**src/rtl/uart_rx_fifo.sv**
```systemverilog
// uart_rx_fifo: 8N1 UART receiver feeding a small first-word-fall-through FIFO.
// Bytes are sampled at bit centres from a synchronised copy of the line and
// delivered over a valid/ready handshake. Bad stop bits and bytes lost to a
// full FIFO are reported as single-cycle pulses.
module uart_rx_fifo #(
  parameter int CLK_FREQ   = 50_000_000,
  parameter int BAUD       = 115_200,
  parameter int FIFO_DEPTH = 4
) (
  input  logic       clk,
  input  logic       reset,
  input  logic       uart_in,
  output logic [7:0] data_rx,
  output logic       valid,
  input  logic       ready,
  output logic       frame_err,
  output logic       overflow
);

  localparam int CLKS_PER_BIT = CLK_FREQ / BAUD;
  localparam int CNT_W        = $clog2(CLKS_PER_BIT);
  localparam int PTR_W        = $clog2(FIFO_DEPTH);

  localparam logic [CNT_W-1:0] CNT_HALF = CNT_W'(CLKS_PER_BIT / 2 - 1);
  localparam logic [CNT_W-1:0] CNT_BIT  = CNT_W'(CLKS_PER_BIT - 1);
  localparam logic [PTR_W:0]   OCC_MAX  = (PTR_W + 1)'(FIFO_DEPTH);

  typedef enum logic [2:0] {
    WAIT_IDLE,
    IDLE,
    START,
    DATA,
    STOP
  } state_t;

  logic [1:0]       sync_q;
  logic             rx_s;

  state_t           state_q, state_d;
  logic [CNT_W-1:0] cnt_q, cnt_d;
  logic [2:0]       idx_q, idx_d;
  logic [7:0]       shift_q, shift_d;
  logic             push;
  logic             ferr;

  logic [7:0]       mem [FIFO_DEPTH];
  logic [PTR_W-1:0] wr_ptr_q, rd_ptr_q;
  logic [PTR_W:0]   occ_q;
  logic             full;
  logic             pop;
  logic             push_ok;

  // Two-flop synchroniser; preset high so reset looks like an idle line.
  always_ff @(posedge clk or posedge reset) begin
    if (reset) begin
      sync_q <= 2'b11;
    end else begin
      sync_q <= {sync_q[0], uart_in};
    end
  end

  assign rx_s = sync_q[1];

  // Receiver control registers; a reset mid-frame simply abandons the byte.
  always_ff @(posedge clk or posedge reset) begin
    if (reset) begin
      state_q <= WAIT_IDLE;
      cnt_q   <= '0;
      idx_q   <= '0;
    end else begin
      state_q <= state_d;
      cnt_q   <= cnt_d;
      idx_q   <= idx_d;
    end
  end

  // Shift register holds only data, so it needs no reset.
  always_ff @(posedge clk) begin
    shift_q <= shift_d;
  end

  // Next-state logic: half-bit wait for the start bit, then one bit period per sample.
  always_comb begin
    state_d = state_q;
    cnt_d   = cnt_q + CNT_W'(1);
    idx_d   = idx_q;
    shift_d = shift_q;
    push    = 1'b0;
    ferr    = 1'b0;
    case (state_q)
      WAIT_IDLE: begin
        cnt_d = '0;
        if (rx_s) state_d = IDLE;
      end
      IDLE: begin
        cnt_d = '0;
        if (!rx_s) state_d = START;
      end
      START: begin
        if (cnt_q == CNT_HALF) begin
          cnt_d = '0;
          idx_d = '0;
          // A start bit that is already gone by mid-bit was a glitch.
          state_d = rx_s ? IDLE : DATA;
        end
      end
      DATA: begin
        if (cnt_q == CNT_BIT) begin
          cnt_d   = '0;
          shift_d = {rx_s, shift_q[7:1]};
          idx_d   = idx_q + 3'd1;
          if (idx_q == 3'd7) state_d = STOP;
        end
      end
      STOP: begin
        if (cnt_q == CNT_BIT) begin
          cnt_d = '0;
          if (rx_s) begin
            push    = 1'b1;
            state_d = IDLE;
          end else begin
            // Line held low (break or miswired link): wait for it to return high.
            ferr    = 1'b1;
            state_d = WAIT_IDLE;
          end
        end
      end
      default: begin
        state_d = WAIT_IDLE;
        cnt_d   = '0;
      end
    endcase
  end

  assign valid     = (occ_q != '0);
  assign full      = (occ_q == OCC_MAX);
  assign pop       = valid && ready;
  // A pop in the same cycle frees the slot the incoming byte needs.
  assign push_ok   = push && (!full || pop);
  assign overflow  = push && full && !pop;
  assign frame_err = ferr;
  assign data_rx   = valid ? mem[rd_ptr_q] : 8'h00;

  // FIFO storage; written with the completed shift register on a good stop bit.
  always_ff @(posedge clk) begin
    if (push_ok) mem[wr_ptr_q] <= shift_q;
  end

  // FIFO pointers and occupancy; pointers wrap naturally at the power-of-2 depth.
  always_ff @(posedge clk or posedge reset) begin
    if (reset) begin
      wr_ptr_q <= '0;
      rd_ptr_q <= '0;
      occ_q    <= '0;
    end else begin
      if (push_ok) wr_ptr_q <= wr_ptr_q + PTR_W'(1);
      if (pop)     rd_ptr_q <= rd_ptr_q + PTR_W'(1);
      case ({push_ok, pop})
        2'b10:   occ_q <= occ_q + (PTR_W + 1)'(1);
        2'b01:   occ_q <= occ_q - (PTR_W + 1)'(1);
        default: occ_q <= occ_q;
      endcase
    end
  end

endmodule

```
**config.mk**
```make
export PLATFORM = sky130hd
export DESIGN_NAME = uart_rx_fifo
export DESIGN_NICKNAME = d
export VERILOG_FILES = /design/src/rtl/uart_rx_fifo.sv
export SDC_FILE = /design/constraint.sdc
export NUM_CORES = 1
export LEC_CHECK = 0
export BUFFER_PORTS_ARGS = -buffer_cell sky130_fd_sc_hd__buf_4
export CORE_MARGIN = 5
export CORE_UTILIZATION = 60
export CTS_CLUSTER_DIAMETER = 50
export CTS_CLUSTER_SIZE = 40
export DETAILED_ROUTE_END_ITERATION = 7
export PLACE_DENSITY = 0.78
export SYNTH_ARGS = -nofsm -noshare
export SYNTH_HDL_FRONTEND = slang
export SYNTH_SLANG_ARGS = --single-unit
```
**constraint.sdc**
```tcl
create_clock -name clk -period 2.37 [get_ports clk]
set_input_delay 0.1185 -clock clk [delete_from_list [all_inputs] [get_ports clk]]
set_output_delay 0.1185 -clock clk [all_outputs]
set_load 0.005 [all_outputs]
```
==> metrics.cfg, run 1 <==
[drt]
drt_iter0_drc=124
vias_per_cell=5.85
drc=0
vias=1586
final_antenna_net_count=0
drt-wirelength-per-cell_um=16.4
dr.pass1.iters=4
routed_wl_um=4460

[yosys]
synth-seq-cells=64
synthTopCellsByArea=edfxtp_1 (42%), dfrtp_1 (19%), mux4_2 (6.3%), ha_1 (3.9%), xnor2_1 (3.1%)
yosys-top-cells-count=edfxtp_1 (40), dfrtp_1 (22), nor2_1 (13), xnor2_1 (10)
postSynth.asyncResetShare_pct=37.5
yosysMostFrequentCell=edfxtp_1
synth_top_area_share_pct=42.0
synthCells=188
synth_largest_area_cell=edfxtp_1
synth_edf_count=40
ys_types=47
synth_nets=202
synth_warnings=0
synth_area_um2=2860
yosysSeqAreaShare_pct=63.1
syn-mean-instance-area_um2=15.2
synthFlopType=edfxtp_1

[power_and_ir_drop]
vdd_drop_max_mv=0.448
cellLeakagePower_nw=1.27
power_mw=2.42
cellPowerDensity_nw_per_um2=753

[setup_path]
worst-endpoint-required_ps=2590
worstPathMaxFanout=5
critical_path.startpoint_type=register
arrival_ps=2370
critical_path_class=register to register
worstReg2RegStart=cnt_q[0]
cp-end-kind=register
reg2regPathDepth=5
r2r_end=occ_q[1]
r2r_slack_ps=230

[die]
rows=25
num_io_pins=15
coreArea_um2=4660
start_util_pct=61.4
fp.dieW_um=79.0
die_y_um=79.0
dieArea_um2=6250

[clock_network]
cts_buffers=9
post-cts-setup-buffers=0
numClockSinks=64
cts_max_level=3
cts_tree=built
clockBufferDepth=2
clk_pin_slew_ps=70
clk_latency_ps=340
clock-root-buffer=clkbuf_8

[hold_path]
min_path_type=input port to async pin

[timing]
slew_headroom_pct=38.7
period_share_pct=90.5
post-route-min-period_ps=2140
hold_slack_ps=-11.2
maxSlewViolCount=0
fmax_mhz=466
finalHoldViolations=17
tns_ps=0
skew_ps=8.85
finalSetupViolations=0
grt_setup_unrepaired=false
worst_pin_slew_ps=918

[grt]
grt_start_max_net_pins=25
antenna_found_initial=0
grt_pass1_wl_um=7980
grt_use_total_pct=17.3
grt_pass1_vias=1592
overflow=0

[layout]
num_antenna_cells=0
nets=226
register_area_um2=1800
layout-drive-gt1-share_pct=26.7
fill_cells=313
syn_to_final_growth_pct=12.5
multiInputGateArea_um2=995

[run_status]
violations=negative hold slack
status=finished with violations

[job]
cap_violations=0

[place]
place_congestion=0.861
port_buffers=14
dp_hpwl_um=3150

[cell families after synthesis]
| family | after synthesis | synth area share, % |
|---|---|---|
| flip-flops | 64 | 63.1 |
| AND/OR/NAND/NOR | 59 | 13.9 |
| AO/OA/AOI/OAI | 18 | 4.68 |
| buffers and inverters | 13 | 2.14 |
| XOR/XNOR | 12 | 3.67 |
| multiplexers | 12 | 7.92 |
| adder cells (fa/ha/maj) | 10 | 4.64 |
[routing by layer]
metal,up-vias,GRT usage [%],wire length (µm)
li1,743,-,-
met1,799,20.9,1900
met2,33,28.3,2290
met3,11,5.67,174
met4,0,8.08,91
met5,-,0,0
[worst max path at each step]
stage | start | end | slack [ps] | cells after the start
after floorplan | cnt_q[0] | occ_q[1] | 350 | 5
after global routing | cnt_q[1] | mem[0][2] | 120 | 5
after global placement | cnt_q[0] | occ_q[1] | 310 | 5
final | cnt_q[0] | occ_q[1] | 230 | 5
after detailed placement | cnt_q[0] | occ_q[1] | 260 | 5
after CTS | cnt_q[0] | occ_q[1] | 230 | 5
[through the flow]
| step | util (%) | hold WS (ps) | setup slack (ps) | cell area [µm²] | std cells |
|---|---|---|---|---|---|
| finish | 69.0 | -11.2 | 226 | 3220 | 271 |
| global route | 69.0 | 84.9 | 120 | 3220 | 271 |
| CTS | 69.0 | 17.4 | 235 | 3220 | 271 |
| detailed placement | 64.8 | 229 | 260 | 3020 | 254 |
| global placement | 64.8 | 228 | 309 | 3020 | 254 |
| floorplan | - | 123 | 353 | 2860 | 188 |
[what timing repair did]
item,4_1_cts,5_1_grt
hold buffers,1,0
resized for setup,0,0
endpoints found under the hold margin,1,0
[flip-flops by register name, indices dropped and copies added, names as in the netlist]
signal	flops
shift_q	8
wr_ptr_q	2
rd_ptr_q	2
state_q	3
mem	32
cnt_q	9
idx_q	3
sync_q	2
occ_q	3
[placed cells by master, fill, tap and decap left out, drive strengths merged, types with 2 or more instances in the layout]
cell | synthesis | final
and2 | 5 | 5
and4bb | 2 | 2
mux2i | 2 | 2
xor2 | 2 | 2
a22oi | 4 | 4
nor2b | 9 | 9
mux4 | 8 | 8
inv | 9 | 9
dfrtp | 22 | 22
buf | 3 | 16
nor4b | 3 | 3
o22ai | 2 | 2
nor3 | 6 | 6
nand2 | 7 | 7
nand3 | 5 | 5
o21ai | 3 | 3
edfxtp | 40 | 40
mux2 | 2 | 2
clkbuf | 1 | 10
nor2 | 13 | 13
ha | 9 | 9
nand3b | 2 | 2
xnor2 | 10 | 10
clkinv | 0 | 4
a21oi | 4 | 4
dfstp | 2 | 2
[report_power, final]
| part | switching [mW] | leakage, nW | internal, mW | total (mW) |
|---|---|---|---|---|
| clock network | 0.398 | 0.0937 | 0.480 | 0.877 |
| registers | 0.0839 | 0.660 | 1.23 | 1.31 |
| logic | 0.121 | 0.516 | 0.110 | 0.231 |
| total | 0.603 | 1.27 | 1.82 | 2.42 |
[critical path: stages (launching register included)]
cell	delay (ps)
dfrtp_1	430
ha_1	260
and4bb_2	240
a31oi_1	350
fa_1	480
mux2_4	270
[final cells by class]
class / instances / share of cell area (%)
multi-input combinational: 111 / 30.9
clock inverter: 6 / 1.87
clock buffer: 10 / 3.97
tap: 54 / 2.10
inverter: 9 / 1.05
timing repair buffer: 17 / 4.04
sequential: 64 / 56.1
Note: power is estimated with default switching activity, not from simulation.
==> inputs of run 2 (changes only) <==
--- a/config.mk
+++ b/config.mk
@@ -5,13 +5,15 @@
 export SDC_FILE = /design/constraint.sdc
 export NUM_CORES = 1
 export LEC_CHECK = 0
+export ABC_AREA = 1
 export BUFFER_PORTS_ARGS = -buffer_cell sky130_fd_sc_hd__buf_4
 export CORE_MARGIN = 5
 export CORE_UTILIZATION = 60
-export CTS_CLUSTER_DIAMETER = 50
+export CTS_CLUSTER_DIAMETER = 100
 export CTS_CLUSTER_SIZE = 40
 export DETAILED_ROUTE_END_ITERATION = 7
 export PLACE_DENSITY = 0.78
+export SLEW_MARGIN = 15
 export SYNTH_ARGS = -nofsm -noshare
 export SYNTH_HDL_FRONTEND = slang
 export SYNTH_SLANG_ARGS = --single-unit
==> run 2 against run 1 <==
Register-to-register slack gained 50 ps. The flow still finishes with violations (negative hold slack). First-iteration DRC count fell by 20%. Non-clock buffer count increased by 6. Clock skew about the same. Clock power up 13%. Worst setup slack better by 50 ps. Design area rose by 4.6%. Combinational power rose to 5.0 times the previous value. Critical endpoint is now occ_q[2]. Power is 46% higher. Wire length grew 27%. Sequential power increased by 8%.
==> metrics.cfg, run 2 <==
[timing]
skew_ps=9.29
maxSlewViolCount=0
grt_setup_unrepaired=false
finalSetupViolations=0
tns_ps=0
hold_slack_ps=-21.2
slew_headroom_pct=39.2
post-route-min-period_ps=2090
worst_pin_slew_ps=910
fmax_mhz=477
finalHoldViolations=22
period_share_pct=88.4

[die]
fp.dieW_um=79.9
rows=25
dieArea_um2=6380
num_io_pins=15
start_util_pct=62.0
coreArea_um2=4720
die_y_um=79.9

[drt]
routed_wl_um=5640
final_antenna_net_count=0
drt-wirelength-per-cell_um=14.6
vias=2034
drt_iter0_drc=99
vias_per_cell=5.26
dr.pass1.iters=4
drc=0

[layout]
layout-drive-gt1-share_pct=18.1
nets=329
final_cell_mix=nor2_1 (65), edfxtp_1 (40), nand2_1 (33)
fill_cells=337
register_area_um2=1800
top_register=mem
syn_to_final_growth_pct=15.0
largestRegisters=mem x32, cnt_q x9, shift_q x8
largest_reg_flops=32
multiInputGateArea_um2=970
final_area_um2=3370
final_common_cell=nor2_1
num_antenna_cells=0
final-instance-count-excl-fill=387

[power_and_ir_drop]
cellLeakagePower_nw=1.41
cellPowerDensity_nw_per_um2=1050
vdd_drop_max_mv=0.726
power_mw=3.55

[clock_network]
hold_buffers=1
clockBufferDepth=2
cts_buffers=9
clk_pin_slew_ps=70
clock-root-buffer=clkbuf_8
post-cts-setup-buffers=0
cts_tree=built
clk_latency_ps=340
numClockSinks=64
ctsResizeCount=0
cts_max_level=3

[grt]
grt_pass1_vias=2142
top_usage_layer=met2
grt_use_total_pct=21.0
met1_usage_pct=24.9
met2_usage_pct=37.1
antenna_found_initial=0
overflow=0
use_met3_pct=4.74
grt_start_max_net_pins=25
grt_pass1_wl_um=9980

[yosys]
ys_types=28
synth_edf_count=40
synth_top_family_by_area=simple AND/OR/NAND/NOR gates
synth-seq-cells=64
synth_warnings=0
postSynth.asyncResetShare_pct=37.5
synth_adder_area_share_pct=4.53
synthFlopType=edfxtp_1
synth_nets=300
synth_largest_area_cell=edfxtp_1
synthTopCellsByArea=edfxtp_1 (41%), dfrtp_1 (19%), nor2_1 (8.3%), nand2_1 (4.2%), ha_1 (3.8%)
yosysSeqAreaShare_pct=61.6
syn-mean-instance-area_um2=10.2
yosys.area_share.simple_pct=20.9
synth_area_um2=2930
yosys.area_share.xor_xnor_pct=1.79
synth_mux_area_share_pct=0
yosys-top-cells-count=nor2_1 (65), edfxtp_1 (40), nand2_1 (33), inv_1 (28), dfrtp_1 (22)
synth_compound_area_share_pct=5.90
synthCells=286
synth_top_area_share_pct=41.0
yosysMostFrequentCell=nor2_1

[setup_path]
worstPathMaxFanout=5
worstReg2RegStart=cnt_q[1]
arrival_ps=2380
reg2regPathDepth=15
r2r_slack_ps=280
cp-end-kind=register
r2r_end=occ_q[2]
critical_path_class=register to register
critical_path.startpoint_type=register
worst-endpoint-required_ps=2650

[hold_path]
min_path_type=input port to async pin

[run_status]
violations=negative hold slack
status=finished with violations

[place]
dp_cells=370
place_congestion=0.835
placed_area_um2=3150
port_buffers=14
dp_hpwl_um=3820

[job]
cap_violations=0

[run 2: cell count changes after synthesis, moves of 9 or more]
cell	delta
o21ai_0	+15
xnor2_1	-9
nand4_1	+9
nor2b_1	-9
inv_1	+19
nand2_1	+26
nor2_1	+52
[run 2: final cells by class]
type | count | area share, %
tap | 67 | 2.49
inverter | 34 | 3.79
sequential | 64 | 53.6
clock inverter | 4 | 2.08
clock buffer | 12 | 4.01
multi-input combinational | 183 | 28.8
timing repair buffer | 23 | 5.20
[run 2: cell families (layout without fill, tap and decap cells)]
family,Yosys count,in the layout
and+or+nand+nor,133,133
DFF,64,64
buffers and inverters,39,73
AOI/OAI and AO/OA,34,34
adders and majority gates,10,10
xor gates and xnor gates,6,6
[run 2: worst max-delay path: stages, from the launching register on]
cell     delay, ps
dfrtp_1        400
inv_1          110
ha_1           170
nand2_1         80
inv_2           60
nand2_2         60
nor2_4         160
nand2_2         90
nand2_2         90
inv_1           60
fa_1           410
inv_1           90
nand3_1         80
nand3_1         90
nand2_1         50
inv_1           40
[run 2: worst max-delay path by stage]
| stage | start | slack [ps] | to | cells after the start |
|---|---|---|---|---|
| after floorplan | cnt_q[1] | 500 | occ_q[2] | 15 |
| after global placement | cnt_q[1] | 400 | occ_q[2] | 15 |
| after detailed placement | cnt_q[1] | 320 | occ_q[2] | 15 |
| after CTS | cnt_q[1] | 280 | occ_q[2] | 15 |
| after global routing | cnt_q[1] | 80 | occ_q[2] | 15 |
| final | cnt_q[1] | 280 | occ_q[2] | 15 |
[run 2: per-stage QoR]
step	util (%)	setup WS, ps	hold WS, ps
after detailed placement	66.7	322	228
after CTS	71.3	277	9.64
final	71.3	276	-21.2
after global placement	66.7	404	227
after floorplan	-	503	123
after global routing	71.3	81.3	68.4
[run 2: where the power goes]
part / switching, mW / leakage [nW] / total (mW) / internal, mW
registers: 0.143 / 0.661 / 1.41 / 1.26
clock network: 0.400 / 0.104 / 0.990 / 0.590
logic: 0.672 / 0.648 / 1.15 / 0.476
[run 2: per-layer routing]
layer,vias to the layer above,part of all wire (%)
met3,7,3.2
met1,996,43
met2,30,53
met5,-,0
li1,1001,-
met4,0,1.4
==> inputs of run 3 (changes only) <==
--- a/config.mk
+++ b/config.mk
@@ -8,11 +8,13 @@
 export ABC_AREA = 1
 export BUFFER_PORTS_ARGS = -buffer_cell sky130_fd_sc_hd__buf_4
 export CORE_MARGIN = 5
-export CORE_UTILIZATION = 60
+export CORE_UTILIZATION = 62
+export CTS_BUF_LIST = sky130_fd_sc_hd__clkbuf_8
 export CTS_CLUSTER_DIAMETER = 100
 export CTS_CLUSTER_SIZE = 40
 export DETAILED_ROUTE_END_ITERATION = 7
-export PLACE_DENSITY = 0.78
+export PLACE_DENSITY = 0.81
+export SETUP_SLACK_MARGIN = 0.4
 export SLEW_MARGIN = 15
 export SYNTH_ARGS = -nofsm -noshare
 export SYNTH_HDL_FRONTEND = slang
==> run 3 against run 2 <==
The flow still finishes with violations (negative hold slack). Critical path depth fell by 1. Hold slack improved by 4.9 ps. Non-clock buffer count grew 5. Clock-buffer cell count fell by 3. Critical path type unchanged. Sequential share of layout area decreased by 0.67 points. Cell count decreased by 2.1%. Combinational power about the same. Clock power fell by 2%.
==> metrics.cfg, run 3 (synthesis results as in run 2) <==
[run_status]
status=finished with violations
violations=negative hold slack

[layout]
syn_to_final_growth_pct=16.6
top_register=mem
largestRegisters=mem x32, cnt_q x9, shift_q x8
nets=334
final-instance-count-excl-fill=379
largest_reg_flops=32
final_cell_mix=nor2_1 (64), edfxtp_1 (40), nand2_1 (32)
num_antenna_cells=0
layout-drive-gt1-share_pct=21.8
final_common_cell=nor2_1

[timing]
finalSetupViolations=0
grt_setup_unrepaired=false
fmax_mhz=521
maxSlewViolCount=0
skew_ps=4.19
worst_pin_slew_ps=915
finalHoldViolations=22
slew_headroom_pct=38.9
period_share_pct=81.0
hold_slack_ps=-16.3
tns_ps=0
post-route-min-period_ps=1920

[setup_path]
critical_path_class=register to register
worstPathMaxFanout=3
crit_path_start=cnt_q[1]
cp-end-kind=register
arrival_ps=2150
crit_family=simple AND/OR/NAND/NOR gates
critical_path.startpoint_type=register
cp_num_buf_inv=4
path_cells=inv_2, ha_4, nand2_1, inv_2, nand2_2, nor2_4, nand2_2, nand2_4, inv_2, fa_2, nand4_1, nand3_1, nand2_1, inv_1
critical_path.max_stage_delay_ps=400
cp_slowest_cell=dfrtp_1
worstReg2RegStart=cnt_q[1]
path_common_cell=inv_2
worst-endpoint-required_ps=2600

[job]
cap_violations=0

[grt]
grt_pass1_vias=2065
grt_use_total_pct=20.3
grt_start_max_net_pins=25
antenna_found_initial=0
overflow=0
grt_pass1_wl_um=9460

[drt]
vias=2094
dr.pass1.iters=4
vias_per_cell=5.53
drt_iter0_drc=136
final_antenna_net_count=0
routed_wl_um=5690
drc=0
drt-wirelength-per-cell_um=15.0

[die]
num_io_pins=15
die_y_um=78.7
fp.dieW_um=78.7
dieArea_um2=6200
coreArea_um2=4660
start_util_pct=62.8
rows=25

[clock_network]
cts_tree=built
clock-root-buffer=clkbuf_8
clk_pin_slew_ps=70
cts_buffers=9
numClockSinks=64
clockBufferDepth=2
clk_latency_ps=340
cts_max_level=3

[power_and_ir_drop]
power_mw=3.58
cellLeakagePower_nw=1.45
vdd_drop_max_mv=0.818
cellPowerDensity_nw_per_um2=1050

[place]
dp_cells=356
place_congestion=0.821
port_buffers=14
dp_hpwl_um=3790

[hold_path]
min_path_type=input port to async pin

## run 3: cell count changes in the layout (fill, tap and decap cells not counted), sizes merged
| cell | before | now |
|---|---|---|
| clkbuf | 12 | 9 |
| buf | 22 | 27 |
| inv | 33 | 36 |
## run 3: report_power, final
part	internal, mW	switching, mW
sequential	1.27	0.153
clock	0.575	0.398
combinational	0.505	0.676
## run 3: worst reg2reg max path: cells and delay by family, from the launching register on
kind / cells / cell delay, ps
AND/OR/NAND/NOR: 8 / 680
adder cells (fa/ha/maj): 2 / 510
flip-flops: 1 / 400
buffers and inverters: 4 / 240
## run 3: final timing paths
kind                               end  slack, ps  cells after the start
min reg2reg                  sync_q[1]        360                      0
max reg2reg                   occ_q[2]        450                     14
min                         state_q[1]        -20                      2
max                           occ_q[2]        450                     14
max in group asynchronous  rd_ptr_q[0]       1770                      2
min in group clk           rd_ptr_q[0]        220                      4
## run 3: per-layer routing
layer  part of all wire (%)  track usage [%]
met1                     41             24.0
met3                    5.4             6.01
met5                      0                0
met4                    3.4             10.5
met2                     51             33.6
## run 3: final cells by class
class	instances	area [µm²]
multi-input combinational	183	995
clock buffer	9	124
timing repair buffer	28	213
tap	54	67.6
clock inverter	7	80.1
sequential	64	1810
inverter	34	128
fill	312	1250
## run 3: timing repair
item,CTS,global route
endpoints found under the hold margin,1,0
gates cloned,0,0
buffers inserted,1,5
gates resized for setup,2,9
hold buffers,1,0
pin swaps,1,5
setup endpoints to repair,2,25
## run 3: per-stage QoR
step	utilization (%)	setup slack, ps	cell area [µm²]
floorplan	-	503	2930
global placement	67.1	416	3130
detailed placement	67.1	346	3130
CTS	71.9	435	3350
global route	73.2	379	3410
finish	73.2	451	3410
